File: src/rtl/spi_slave_shifter.sv
// SPI responder datapath: oversampled pins, all four CPOL/CPHA modes, 8-bit frames,
// one-entry transmit holding register and a valid/ack receive handshake.
module spi_slave_shifter (
    input  logic       PCLK,
    input  logic       PRESET,
    input  logic       sclk,
    input  logic       ss_n,
    input  logic       mosi,
    input  logic       cpol,
    input  logic       cpha,
    input  logic       lsbfe,
    input  logic [7:0] tx_data,
    input  logic       tx_valid,
    output logic       tx_ready,
    output logic [7:0] rx_data,
    output logic       rx_valid,
    input  logic       rx_ack,
    output logic       miso,
    output logic       miso_oe,
    output logic       busy,
    output logic       overrun,
    output logic       underrun
);

    // bit 0 = s1, bit 1 = s2, bit 2 = s3
    logic [2:0] sclk_sync_q, sclk_sync_d;
    logic [2:0] ss_sync_q, ss_sync_d;
    logic [1:0] mosi_sync_q, mosi_sync_d;

    logic       cpol_q, cpol_d, cpha_q, cpha_d, lsbfe_q, lsbfe_d;
    logic       busy_q, busy_d, miso_oe_q, miso_oe_d, miso_q, miso_d;
    logic [2:0] cnt_q, cnt_d;
    logic [7:0] rsr_q, rsr_d, tsr_q, tsr_d;
    logic [7:0] hold_q, hold_d;
    logic       hold_full_q, hold_full_d;
    logic [7:0] rx_data_q, rx_data_d;
    logic       rx_valid_q, rx_valid_d;
    logic       overrun_q, overrun_d, underrun_q, underrun_d;

    logic       frame_start, frame_end, lead_ev, trail_ev, sample_ev, shift_ev;
    logic       ord_lsb, do_load, deliver;
    logic [7:0] rx_byte, load_byte;

    assign frame_start = ss_sync_q[2] & ~ss_sync_q[1];
    assign frame_end   = ~ss_sync_q[2] & ss_sync_q[1];
    assign lead_ev     = (sclk_sync_q[1] != cpol_q) && (sclk_sync_q[2] == cpol_q);
    assign trail_ev    = (sclk_sync_q[1] == cpol_q) && (sclk_sync_q[2] != cpol_q);
    assign sample_ev   = busy_q && (cpha_q ? trail_ev : lead_ev);
    assign shift_ev    = busy_q && (cpha_q ? lead_ev : trail_ev);

    always_comb begin
        sclk_sync_d = {sclk_sync_q[1:0], sclk};
        ss_sync_d   = {ss_sync_q[1:0], ss_n};
        mosi_sync_d = {mosi_sync_q[0], mosi};
    end

    always_comb begin
        cpol_d      = cpol_q;
        cpha_d      = cpha_q;
        lsbfe_d     = lsbfe_q;
        busy_d      = busy_q;
        miso_oe_d   = miso_oe_q;
        miso_d      = miso_q;
        cnt_d       = cnt_q;
        rsr_d       = rsr_q;
        tsr_d       = tsr_q;
        hold_d      = hold_q;
        hold_full_d = hold_full_q;
        rx_data_d   = rx_data_q;
        rx_valid_d  = rx_valid_q;
        overrun_d   = 1'b0;
        underrun_d  = 1'b0;
        do_load     = 1'b0;
        deliver     = 1'b0;
        // At frame start the mode pins are used directly since the latches update this cycle
        ord_lsb     = frame_start ? lsbfe : lsbfe_q;
        rx_byte     = lsbfe_q ? {mosi_sync_q[1], rsr_q[7:1]} : {rsr_q[6:0], mosi_sync_q[1]};
        load_byte   = hold_full_q ? hold_q : 8'hFF;

        if (frame_start) begin
            cpol_d    = cpol;
            cpha_d    = cpha;
            lsbfe_d   = lsbfe;
            cnt_d     = 3'd0;
            miso_oe_d = 1'b1;
            busy_d    = 1'b1;
            do_load   = ~cpha;
        end else if (frame_end) begin
            miso_oe_d = 1'b0;
            busy_d    = 1'b0;
            cnt_d     = 3'd0;
            miso_d    = 1'b0;
        end else begin
            // A shift edge with the counter at zero starts a new byte rather than shifting
            if (shift_ev) begin
                if (cnt_q == 3'd0) begin
                    do_load = 1'b1;
                end else begin
                    tsr_d  = ord_lsb ? {1'b0, tsr_q[7:1]} : {tsr_q[6:0], 1'b0};
                    miso_d = ord_lsb ? tsr_q[1] : tsr_q[6];
                end
            end
            if (sample_ev) begin
                rsr_d   = rx_byte;
                cnt_d   = cnt_q + 3'd1;
                deliver = (cnt_q == 3'd7);
            end
        end

        if (do_load) begin
            tsr_d       = load_byte;
            miso_d      = ord_lsb ? load_byte[0] : load_byte[7];
            underrun_d  = ~hold_full_q;
            hold_full_d = 1'b0;
        end

        if (tx_valid && !hold_full_q) begin
            hold_d      = tx_data;
            hold_full_d = 1'b1;
        end

        if (rx_ack) begin
            rx_valid_d = 1'b0;
        end
        if (deliver) begin
            if (rx_valid_q && !rx_ack) begin
                overrun_d = 1'b1;
            end else begin
                rx_data_d  = rx_byte;
                rx_valid_d = 1'b1;
            end
        end
    end

    always_ff @(posedge PCLK) begin
        if (PRESET) begin
            sclk_sync_q <= 3'b000;
            ss_sync_q   <= 3'b111;
            mosi_sync_q <= 2'b00;
            cpol_q      <= 1'b0;
            cpha_q      <= 1'b0;
            lsbfe_q     <= 1'b0;
            busy_q      <= 1'b0;
            miso_oe_q   <= 1'b0;
            miso_q      <= 1'b0;
            cnt_q       <= 3'd0;
            rsr_q       <= 8'h00;
            tsr_q       <= 8'h00;
            hold_q      <= 8'h00;
            hold_full_q <= 1'b0;
            rx_data_q   <= 8'h00;
            rx_valid_q  <= 1'b0;
            overrun_q   <= 1'b0;
            underrun_q  <= 1'b0;
        end else begin
            sclk_sync_q <= sclk_sync_d;
            ss_sync_q   <= ss_sync_d;
            mosi_sync_q <= mosi_sync_d;
            cpol_q      <= cpol_d;
            cpha_q      <= cpha_d;
            lsbfe_q     <= lsbfe_d;
            busy_q      <= busy_d;
            miso_oe_q   <= miso_oe_d;
            miso_q      <= miso_d;
            cnt_q       <= cnt_d;
            rsr_q       <= rsr_d;
            tsr_q       <= tsr_d;
            hold_q      <= hold_d;
            hold_full_q <= hold_full_d;
            rx_data_q   <= rx_data_d;
            rx_valid_q  <= rx_valid_d;
            overrun_q   <= overrun_d;
            underrun_q  <= underrun_d;
        end
    end

    assign tx_ready = ~hold_full_q;
    assign rx_data  = rx_data_q;
    assign rx_valid = rx_valid_q;
    assign miso     = miso_q;
    assign miso_oe  = miso_oe_q;
    assign busy     = busy_q;
    assign overrun  = overrun_q;
    assign underrun = underrun_q;

endmodule
File: config.mk
export PLATFORM = sky130hd
export DESIGN_NAME = spi_slave_shifter
export DESIGN_NICKNAME = d
export VERILOG_FILES = /design/src/rtl/spi_slave_shifter.sv
export SDC_FILE = /design/constraint.sdc
export NUM_CORES = 1
export LEC_CHECK = 0
export BUFFER_PORTS_ARGS = -buffer_cell sky130_fd_sc_hd__clkbuf_2
export CAP_MARGIN = 5
export CELL_PAD_IN_SITES_DETAIL_PLACEMENT = 1
export CELL_PAD_IN_SITES_GLOBAL_PLACEMENT = 2
export CORE_UTILIZATION = 30
export DETAILED_ROUTE_END_ITERATION = 7
export PLACE_DENSITY = 0.65
export SLEW_MARGIN = 20
export SYNTH_ARGS = -nofsm -noshare
export SYNTH_HDL_FRONTEND = slang
export SYNTH_SLANG_ARGS = --single-unit
File: constraint.sdc
create_clock -name PCLK -period 3.7 [get_ports PCLK]
set_clock_uncertainty 0.15 [all_clocks]
set_input_delay 0.925 -clock PCLK [delete_from_list [all_inputs] [get_ports PCLK]]
set_output_delay 0.925 -clock PCLK [all_outputs]
set_load 0.02 [all_outputs]
; Word-level counts from Yosys, hierarchy flattened
; Cells that the tools add are included.
[totals]
reg_bits = 52
in_bits = 18
output_inout_bits = 15
elab_cells = 91
[classes]
addsub = 1
eq_ne = 9
muxes = 33
n_bitwise = 11
n_reduce_logical = 20
[ops]
columns = operator, n
row1 = $mux W8, 8
row2 = $mux W1, 25
row3 = $not A1 Y1, 9
row4 = $logic_and A1 B1 Y1, 6
row5 = $reduce_and A3 Y1, 2
row6 = $reduce_bool A2 Y1, 3
row7 = $ne A2 B1 Y1 const B, 2
row8 = $reduce_and A4 Y1, 1
row9 = $reduce_or A2 Y1, 2
row10 = $add A3 B1 Y3 const B, 1
row11 = $eq A3 B3 Y1 const B, 1
row12 = $logic_not A3 Y1, 1
row13 = $ne A3 B3 Y1 const B, 1
row14 = $reduce_bool A3 Y1, 1
row15 = $reduce_or A3 Y1, 1
row16 = $and A1 B1 Y1, 2
row17 = $eq A1 B1 Y1, 2
row18 = $logic_not A1 Y1, 2
row19 = $ne A1 B1 Y1, 2
row20 = $ne A2 B2 Y1 const B, 1
row21 = $reduce_and A2 Y1, 1

; Depth between registers and ports, before layout
; Gate-level depths: netlist of the first run.
[logic_depth]
depth_word = 9
ltp_mapped = 9
ltp_nobuf = 7

; Worst setup path after synthesis of the first run
; OpenSTA, ideal clock, no wires.
[synth_timing]
path_kind = input to register
from = input port lsbfe
to = register miso_q, in the netlist miso
setup_time_ns = 0.091
arrival_time_ns = 1.845
t_required_ns = 3.459
setup_slack_ns = 1.614
cell_stages = 4
n_path_buf = 0
cell_sequence = mux2i_4 > nand2_1 > a211o_1 > a311oi_1
[synth_via]
elab_chain_cells = 7
word_cells_on_any_way = 8
[synth_lines]
columns = item, line
row1 = from (decl), 11  ; input logic lsbfe,
row2 = $mux W1 *, -
row3 = $mux W1, 100  ; miso_d = ord_lsb ? tsr_q[1] : tsr_q[6];
row4 = $mux W1, 96  ; if (cnt_q == 3'd0) begin
row5 = $mux W1, 95  ; if (shift_ev) begin
row6 = $mux W1, 88  ; end else if (frame_end) begin
row7 = $mux W1, 80  ; if (frame_start) begin
row8 = $mux W1 *, 110  ; if (do_load) begin
row9 = to (signal assigned), 164  ; miso_q <= miso_d;
row10 = to (decl), 31  ; logic busy_q, busy_d, miso_oe_q, miso_oe_d, miso_q, miso_d;
; Every way passes the cells marked *; elsewhere a longest branch is shown, timed or not. The select of a mux whose other input is x is not followed.
; A chain may end at the register's enable or synchronous reset.

; Worst setup path after layout of the first run
[layout_timing]
from = register ss_sync_q[1]
to = register miso_q, in the netlist miso
[layout_via]
elab_chain_cells = 9
word_cells_on_any_way = 17
[layout_lines]
columns = item, line
row1 = from (decl), 27  ; logic [2:0] ss_sync_q, ss_sync_d;
row2 = from (signal assigned), 157  ; ss_sync_q <= ss_sync_d;
row3 = $not A1 Y1, 44  ; assign frame_start = ss_sync_q[2] & ~ss_sync_q[1];
row4 = $and A1 B1 Y1, 44
row5 = $mux W1, -
row6 = $mux W1, 100
row7 = $mux W1, 96
row8 = $mux W1, 95
row9 = $mux W1, 88
row10 = $mux W1, 80
row11 = $mux W1, 110
; Several ways; a longest one is shown, not always the timed one. The select of a mux whose other input is x is not followed.

==> impl_metrics.env, run 1 <==
export IMPL_overflow=0
export IMPL_setup_viol=0
export IMPL_arrival_ps=2470
export IMPL_async_flop_share=0
export IMPL_syn_inst=228
export IMPL_cp_max_fo=12
export IMPL_holdWs_ps=270
export IMPL_cts_resized=0
export IMPL_drv_cap=0
export IMPL_clock_sinks=52
export IMPL_yosysWarnings=0
export IMPL_synth_seq_area_share=0.461
export IMPL_syn_nets=251
export IMPL_place_congestion=0.669
export IMPL_synth_most_common_cell="dfxtp_1"
export IMPL_die_h_um=88.7
export IMPL_rrSetupSlack_ps=1290
export IMPL_critPathKind="reg2reg"
export IMPL_vias_per_cell=4.52
export IMPL_synth_commonest_cells="dfxtp_1, mux2i_1, nor2_1, nand2_1, mux2_2"
export IMPL_synth_area_um2=2260
export IMPL_clk_pin_slew_ps=100
export IMPL_cts_root_buf="clkbuf_8"
export IMPL_ant_nets=0
export IMPL_drive_gt1_frac=0.227
export IMPL_fillCellCount=868
export IMPL_period_minus_slack_ps=2410
export IMPL_final_core_util=0.355
export IMPL_cp_start_kind="flop"
export IMPL_n_antenna_cell=0
export IMPL_setup_tns_ps=0
export IMPL_status="complete, no violations"
export IMPL_synthDistinctLibCells=34
export IMPL_num_rows=31
export IMPL_place_port_buffers=32
export IMPL_drt_first_pass_iters=3
export IMPL_synth_top_area_share=0.461
export IMPL_cts_htree_levels=2
export IMPL_drt_total_wl_mm=4.69
export IMPL_yosys_area_top_type="dfxtp_1"
export IMPL_period_share=0.650
export IMPL_hold_buffers=0
export IMPL_slew_violations=0
export IMPL_fp_dieArea_um2=7870
export IMPL_via_count=1606
export IMPL_avgSynthCellArea_um2=9.90
export IMPL_grt_pass1_vias=1566
export IMPL_postCtsSetupBuffers=0
export IMPL_dp_hpwl_mm=3.32
export IMPL_layout_nets=278
export IMPL_antenna_found_initial=0
export IMPL_cts_tree="yes"
export IMPL_synth_area_leaders="dfxtp_1, mux2i_1, nor2_1"
export IMPL_max_freq_ghz=0.416
export IMPL_grt_max_degree=35
export IMPL_area_delta_synth_final_pct=14.1
export IMPL_p_per_area_nw_per_um2=383
export IMPL_hold_class="reg2reg"
export IMPL_synth_ff_type="dfxtp_1"
export IMPL_slew_limit_headroom=0.533
export IMPL_ir_drop_v=0.000157
export IMPL_start_util=0.311
export IMPL_cp_end_kind="flop"
export IMPL_synth_edf_count=0
export IMPL_track_usage=0.129
export IMPL_required_ps=3760
export IMPL_p_leak_nw=1.15
export IMPL_clockBufferDepth=2
export IMPL_io_pins=33
export IMPL_ys_ff_latch=52
export IMPL_fin_total_pwr_mw=0.986
export IMPL_finalHoldViolCount=0
export IMPL_rsz0062_at_grt="no"
export IMPL_clock_latency_ps=310
export IMPL_tightest_slew_ps=700
export IMPL_wl_per_cell_um=13.2
export IMPL_drc=0
export IMPL_coreArea_um2=7250
export IMPL_grt_pass1_wl_mm=7.61
export IMPL_die_w_um=88.7
export IMPL_cts_buffers=5
export IMPL_drt_iter0_drc=40
worst max-delay path, stage by stage, from the launching register on:
cell and delay (ps):
dfxtp_1 360, inv_1 50, ha_1 340, nor2_1 240, nand3b_1 130, o21ai_2 590, o21ai_1 150, a311oi_1 300
metrics by stage:
step / setup slack [ps] / cell area, um^2 / instances
2_1_floorplan: 1610 / 2260 / 228
3_3_place_gp: 1240 / 2490 / 347
3_5_place_dp: 1270 / 2490 / 347
4_1_cts: 1280 / 2570 / 355
5_1_grt: 1040 / 2570 / 355
6_report: 1290 / 2570 / 355
cells by family after synthesis:
kind of cell / after synthesis / share of synthesized area
flip-flops: 52 / 0.461
AND/OR/NAND/NOR: 78 / 0.166
adder cells (fa/ha/maj): 5 / 0.0277
AO/OA/AOI/OAI: 25 / 0.0793
buffers and inverters: 19 / 0.0371
multiplexers: 47 / 0.221
XOR/XNOR: 2 / 0.00776
per-layer routing:
metal,part of all wire,track usage
met5,0,0
met4,0.015,0.0484
met3,0.030,0.0373
met2,0.45,0.210
met1,0.50,0.162
state kept, by name, summed over array words and instances (netlist names), 2 cells and up:
signal       cells
hold_q           8
rsr_q            8
rx_data          8
tsr_q            8
cnt_q            3
sclk_sync_q      3
ss_sync_q        3
mosi_sync_q      2
final cells by class:
type / instances / area (um^2) / area share
clock buffer: 5 / 68.8 / 0.0267
clock inverter: 3 / 18.8 / 0.00729
inverter: 6 / 22.5 / 0.00875
multi-input combinational: 157 / 1130 / 0.440
sequential: 52 / 1040 / 0.404
tap: 99 / 124 / 0.0481
timing repair buffer: 33 / 168 / 0.0651
power breakdown:
group          internal [mW]  switching [mW]
clock                  0.133           0.198
sequential             0.572         0.00855
combinational         0.0315          0.0443
placed cells by master, fill, tap and decap left out, types with 2 or more instances in the layout:
master    synthesis  routed
nand2b_1          5       5
or2_2             3       3
mux2i_1          36      36
clkbuf_2          0      32
nand2_1          19      19
a21oi_1           8       8
dfxtp_1          52      52
nor2b_1           6       6
a22o_1            8       8
inv_1             6       6
nor2_1           35      35
or3_1             2       2
nand3b_1          3       3
clkbuf_8          0       5
o21a_1            2       2
xnor2_1           2       2
clkinv_2          0       2
ha_1              5       5
mux2_2            9       9
path summary, 6_finish.rpt:
check | end | from | depth (start not counted)
worst max-delay path | miso | ss_sync_q[1] | 7
worst min-delay path | ss_sync_q[1] | ss_sync_q[0] | 1
worst max register to register | miso | ss_sync_q[1] | 7
worst min register to register | ss_sync_q[1] | ss_sync_q[0] | 1
No activity file was read; power rests on OpenSTA's default activity.
==> run 2: changes to the inputs <==
Settings changed: ABC_AREA from default to 1, CORE_UTILIZATION 30 to 28, PLACE_DENSITY 0.65 to 0.71.
Clock period 3.7 ns to 2.06 ns, I/O delays scaled along.
==> run 2 against run 1 <==
- clock power is 130% higher
- die area is 13% higher
- synthesized area up 5.5%
- count of clock-buffer cells in the layout rose by 2
- sequential share of layout area down 3.1 points
- design area grew 8.4%
- synthesized cell count is 49% higher
- worst hold slack got worse by 24 ps
- utilization decreased by 1.5 points
- non-clock buffer count grew 8
- critical path depth is 6 higher
- highest routed layer unchanged
==> impl_metrics.env, run 2 <==
export IMPL_grt_pass1_wl_mm=9.57
export IMPL_syn_inst=339
export IMPL_synth_edf_count=0
export IMPL_synth_commonest_cells="nand2_1, dfxtp_1, inv_1, nor2_1, o21ai_0"
export IMPL_drt_first_pass_iters=4
export IMPL_ys_ff_latch=52
export IMPL_place_port_buffers=32
export IMPL_drt_total_wl_mm=5.57
export IMPL_required_ps=2160
export IMPL_cts_root_buf="clkbuf_8"
export IMPL_synth_ff_type="dfxtp_1"
export IMPL_met2_usage=0.221
export IMPL_fin_total_pwr_mw=2.06
export IMPL_postCtsSetupBuffers=0
export IMPL_crit_family="simple AND/OR/NAND/NOR gates"
export IMPL_crit_path_frequent_cell="nand2_1"
export IMPL_clk_pin_slew_ps=90
export IMPL_drv_cap=0
export IMPL_io_pins=33
export IMPL_cp_start_kind="flop"
export IMPL_critical_path_cell_chain="inv_2 -> nand2_1 -> nand2_1 -> nand3_1 -> nand2_1 -> nand3_1 -> nand2_1 -> nand2_2 -> buf_4 -> nand2_1 -> o21ai_2 -> nor2_1 -> nor2_1"
export IMPL_synthDistinctLibCells=22
export IMPL_setup_tns_ps=0
export IMPL_rsz0062_at_grt="no"
export IMPL_via_count=2088
export IMPL_yosysWarnings=0
export IMPL_slowest_delay_ps=430
export IMPL_startpoint="cpol_q"
export IMPL_coreArea_um2=8220
export IMPL_clockBufferDepth=2
export IMPL_slew_violations=0
export IMPL_use_met3=0.0267
export IMPL_layout_nets=397
export IMPL_setup_viol=0
export IMPL_ant_nets=0
export IMPL_slew_limit_headroom=0.804
export IMPL_critPathKind="reg2reg"
export IMPL_vias_per_cell=4.35
export IMPL_final_cell_mix="nand2_1, dfxtp_1, inv_1, nor2_1, o21ai_0"
export IMPL_overflow=0
export IMPL_async_flop_share=0
export IMPL_p_leak_nw=1.27
export IMPL_arrival_ps=1940
export IMPL_r2r_start="cpol_q"
export IMPL_area_delta_synth_final_pct=17.2
export IMPL_ir_drop_v=0.000262
export IMPL_drt_iter0_drc=39
export IMPL_final_core_util=0.340
export IMPL_final_area_um2=2790
export IMPL_track_usage=0.139
export IMPL_avgSynthCellArea_um2=7.02
export IMPL_die_w_um=94.2
export IMPL_syn_nets=362
export IMPL_die_h_um=94.2
export IMPL_synth_most_common_cell="nand2_1"
export IMPL_dp_hpwl_mm=4.13
export IMPL_antenna_found_initial=0
export IMPL_use_met1=0.183
export IMPL_place_area_um2=2660
export IMPL_worstHoldStart="sclk"
export IMPL_synth_seq_area_share=0.437
export IMPL_seqCellArea_um2=1040
export IMPL_worst_path_max_delay_cell="dfxtp_1"
export IMPL_finalHoldViolCount=0
export IMPL_period_minus_slack_ps=1850
export IMPL_status="complete, no violations"
export IMPL_final_common_cell="nand2_1"
export IMPL_grt_max_degree=20
export IMPL_multi_input_area_um2=1060
export IMPL_top_usage_layer="met2"
export IMPL_drive_gt1_frac=0.184
export IMPL_grt_pass1_vias=2066
export IMPL_cts_htree_levels=2
export IMPL_cts_buffers=5
export IMPL_synth_area_leaders="dfxtp_1, nand2_1, o21ai_0"
export IMPL_pwr_share_clk=0.372
export IMPL_clock_latency_ps=300
export IMPL_yosys_area_top_type="dfxtp_1"
export IMPL_n_antenna_cell=0
export IMPL_setup_slack_ps=213
export IMPL_clock_sinks=52
export IMPL_comb_power_share=0.111
export IMPL_num_rows=33
export IMPL_p_per_area_nw_per_um2=736
export IMPL_dp_slack_ps=179
export IMPL_cp_end_kind="flop"
export IMPL_internal_power_mw=1.56
export IMPL_fillCellCount=1037
export IMPL_cts_tree="yes"
export IMPL_cp_max_fo=15
export IMPL_drc=0
export IMPL_seq_power_share=0.516
export IMPL_start_util=0.290
export IMPL_fp_dieArea_um2=8880
export IMPL_max_freq_ghz=0.541
export IMPL_period_share=0.897
export IMPL_switching_share=0.243
export IMPL_tightest_slew_ps=294
export IMPL_synth_top_area_share=0.437
export IMPL_place_congestion=0.720
export IMPL_synth_area_um2=2380
export IMPL_wl_per_cell_um=11.6
export IMPL_switchingPower_mw=0.500
export IMPL_hold_class="in2reg"
export IMPL_path_buf_inv=2
run 2: cell count changes after synthesis, moves of 5 or more:
cell      previous run  this run
nand2_1             19        70
inv_1                6        49
o21ai_0              1        43
mux2i_1             36         0
a21oi_1              8        27
nor2_1              35        48
mux2_2               9         0
nand3_1              0         9
a22o_1               8         0
o21ai_2              1         8
nor2b_1              6         0
nand2b_1             5         0
run 2: cell families (layout without fill, tap and decap cells):
family | Yosys count | after routing | share of synthesized area
buf+inv | 64 | 100 | 0.119
fa+ha+maj | 5 | 5 | 0.0263
simple gates | 138 | 138 | 0.236
compound gates | 80 | 80 | 0.181
flops | 52 | 52 | 0.437
run 2: final timing paths:
| path | cells past startpoint | slack [ps] | endpoint |
|---|---|---|---|
| max reg2reg | 13 | 210 | tsr_q[1] |
| min | 3 | 250 | sclk_sync_q[0] |
| min reg2reg | 2 | 260 | mosi_sync_q[1] |
| max | 13 | 210 | tsr_q[1] |
run 2: metal layers:
| layer | share of wire | vias to the layer above |
|---|---|---|
| li1 | - | 1121 |
| met1 | 0.51 | 941 |
| met2 | 0.45 | 19 |
| met3 | 0.017 | 7 |
| met4 | 0.019 | 0 |
| met5 | 0 | - |
run 2: layout make-up:
cell class,count,area share
clock inverters,1,0.0108
flip-flops and latches,52,0.373
clock buffers,7,0.0345
multi-input cells,223,0.380
repair buffers,41,0.0861
inverters,51,0.0686
well taps,105,0.0471
run 2: timing repair:
| item | 4_1_cts | 5_1_grt |
|---|---|---|
| gates resized for setup | 0 | 3 |
| hold buffers | 0 | 0 |
| endpoints found under the setup margin | 0 | 7 |
run 2: worst reg2reg max path, stage by stage (launching register included):
cell and delay, ps:
dfxtp_1 430, inv_2 90, nand2_1 70, nand2_1 70
nand3_1 80, nand2_1 80, nand3_1 70, nand2_1 60
nand2_2 110, buf_4 250, nand2_1 120, o21ai_2 70
nor2_1 50, nor2_1 90
run 2: per-stage QoR:
step | cells | hold slack (ps)
global placement | 472 | 243
floorplan | 339 | 238
CTS | 480 | 236
detailed placement | 472 | 247
global route | 480 | 236
finish | 480 | 246
run 2: power by group through the flow:
stage,Clock (mW),Sequential [mW],Combinational [mW]
finish,0.766,1.06,0.229
detailed placement,0,1.09,0.231
global placement,0,1.08,0.228
global route,0.832,1.07,0.267
floorplan,0,1.08,0.158
CTS,0.797,1.06,0.232
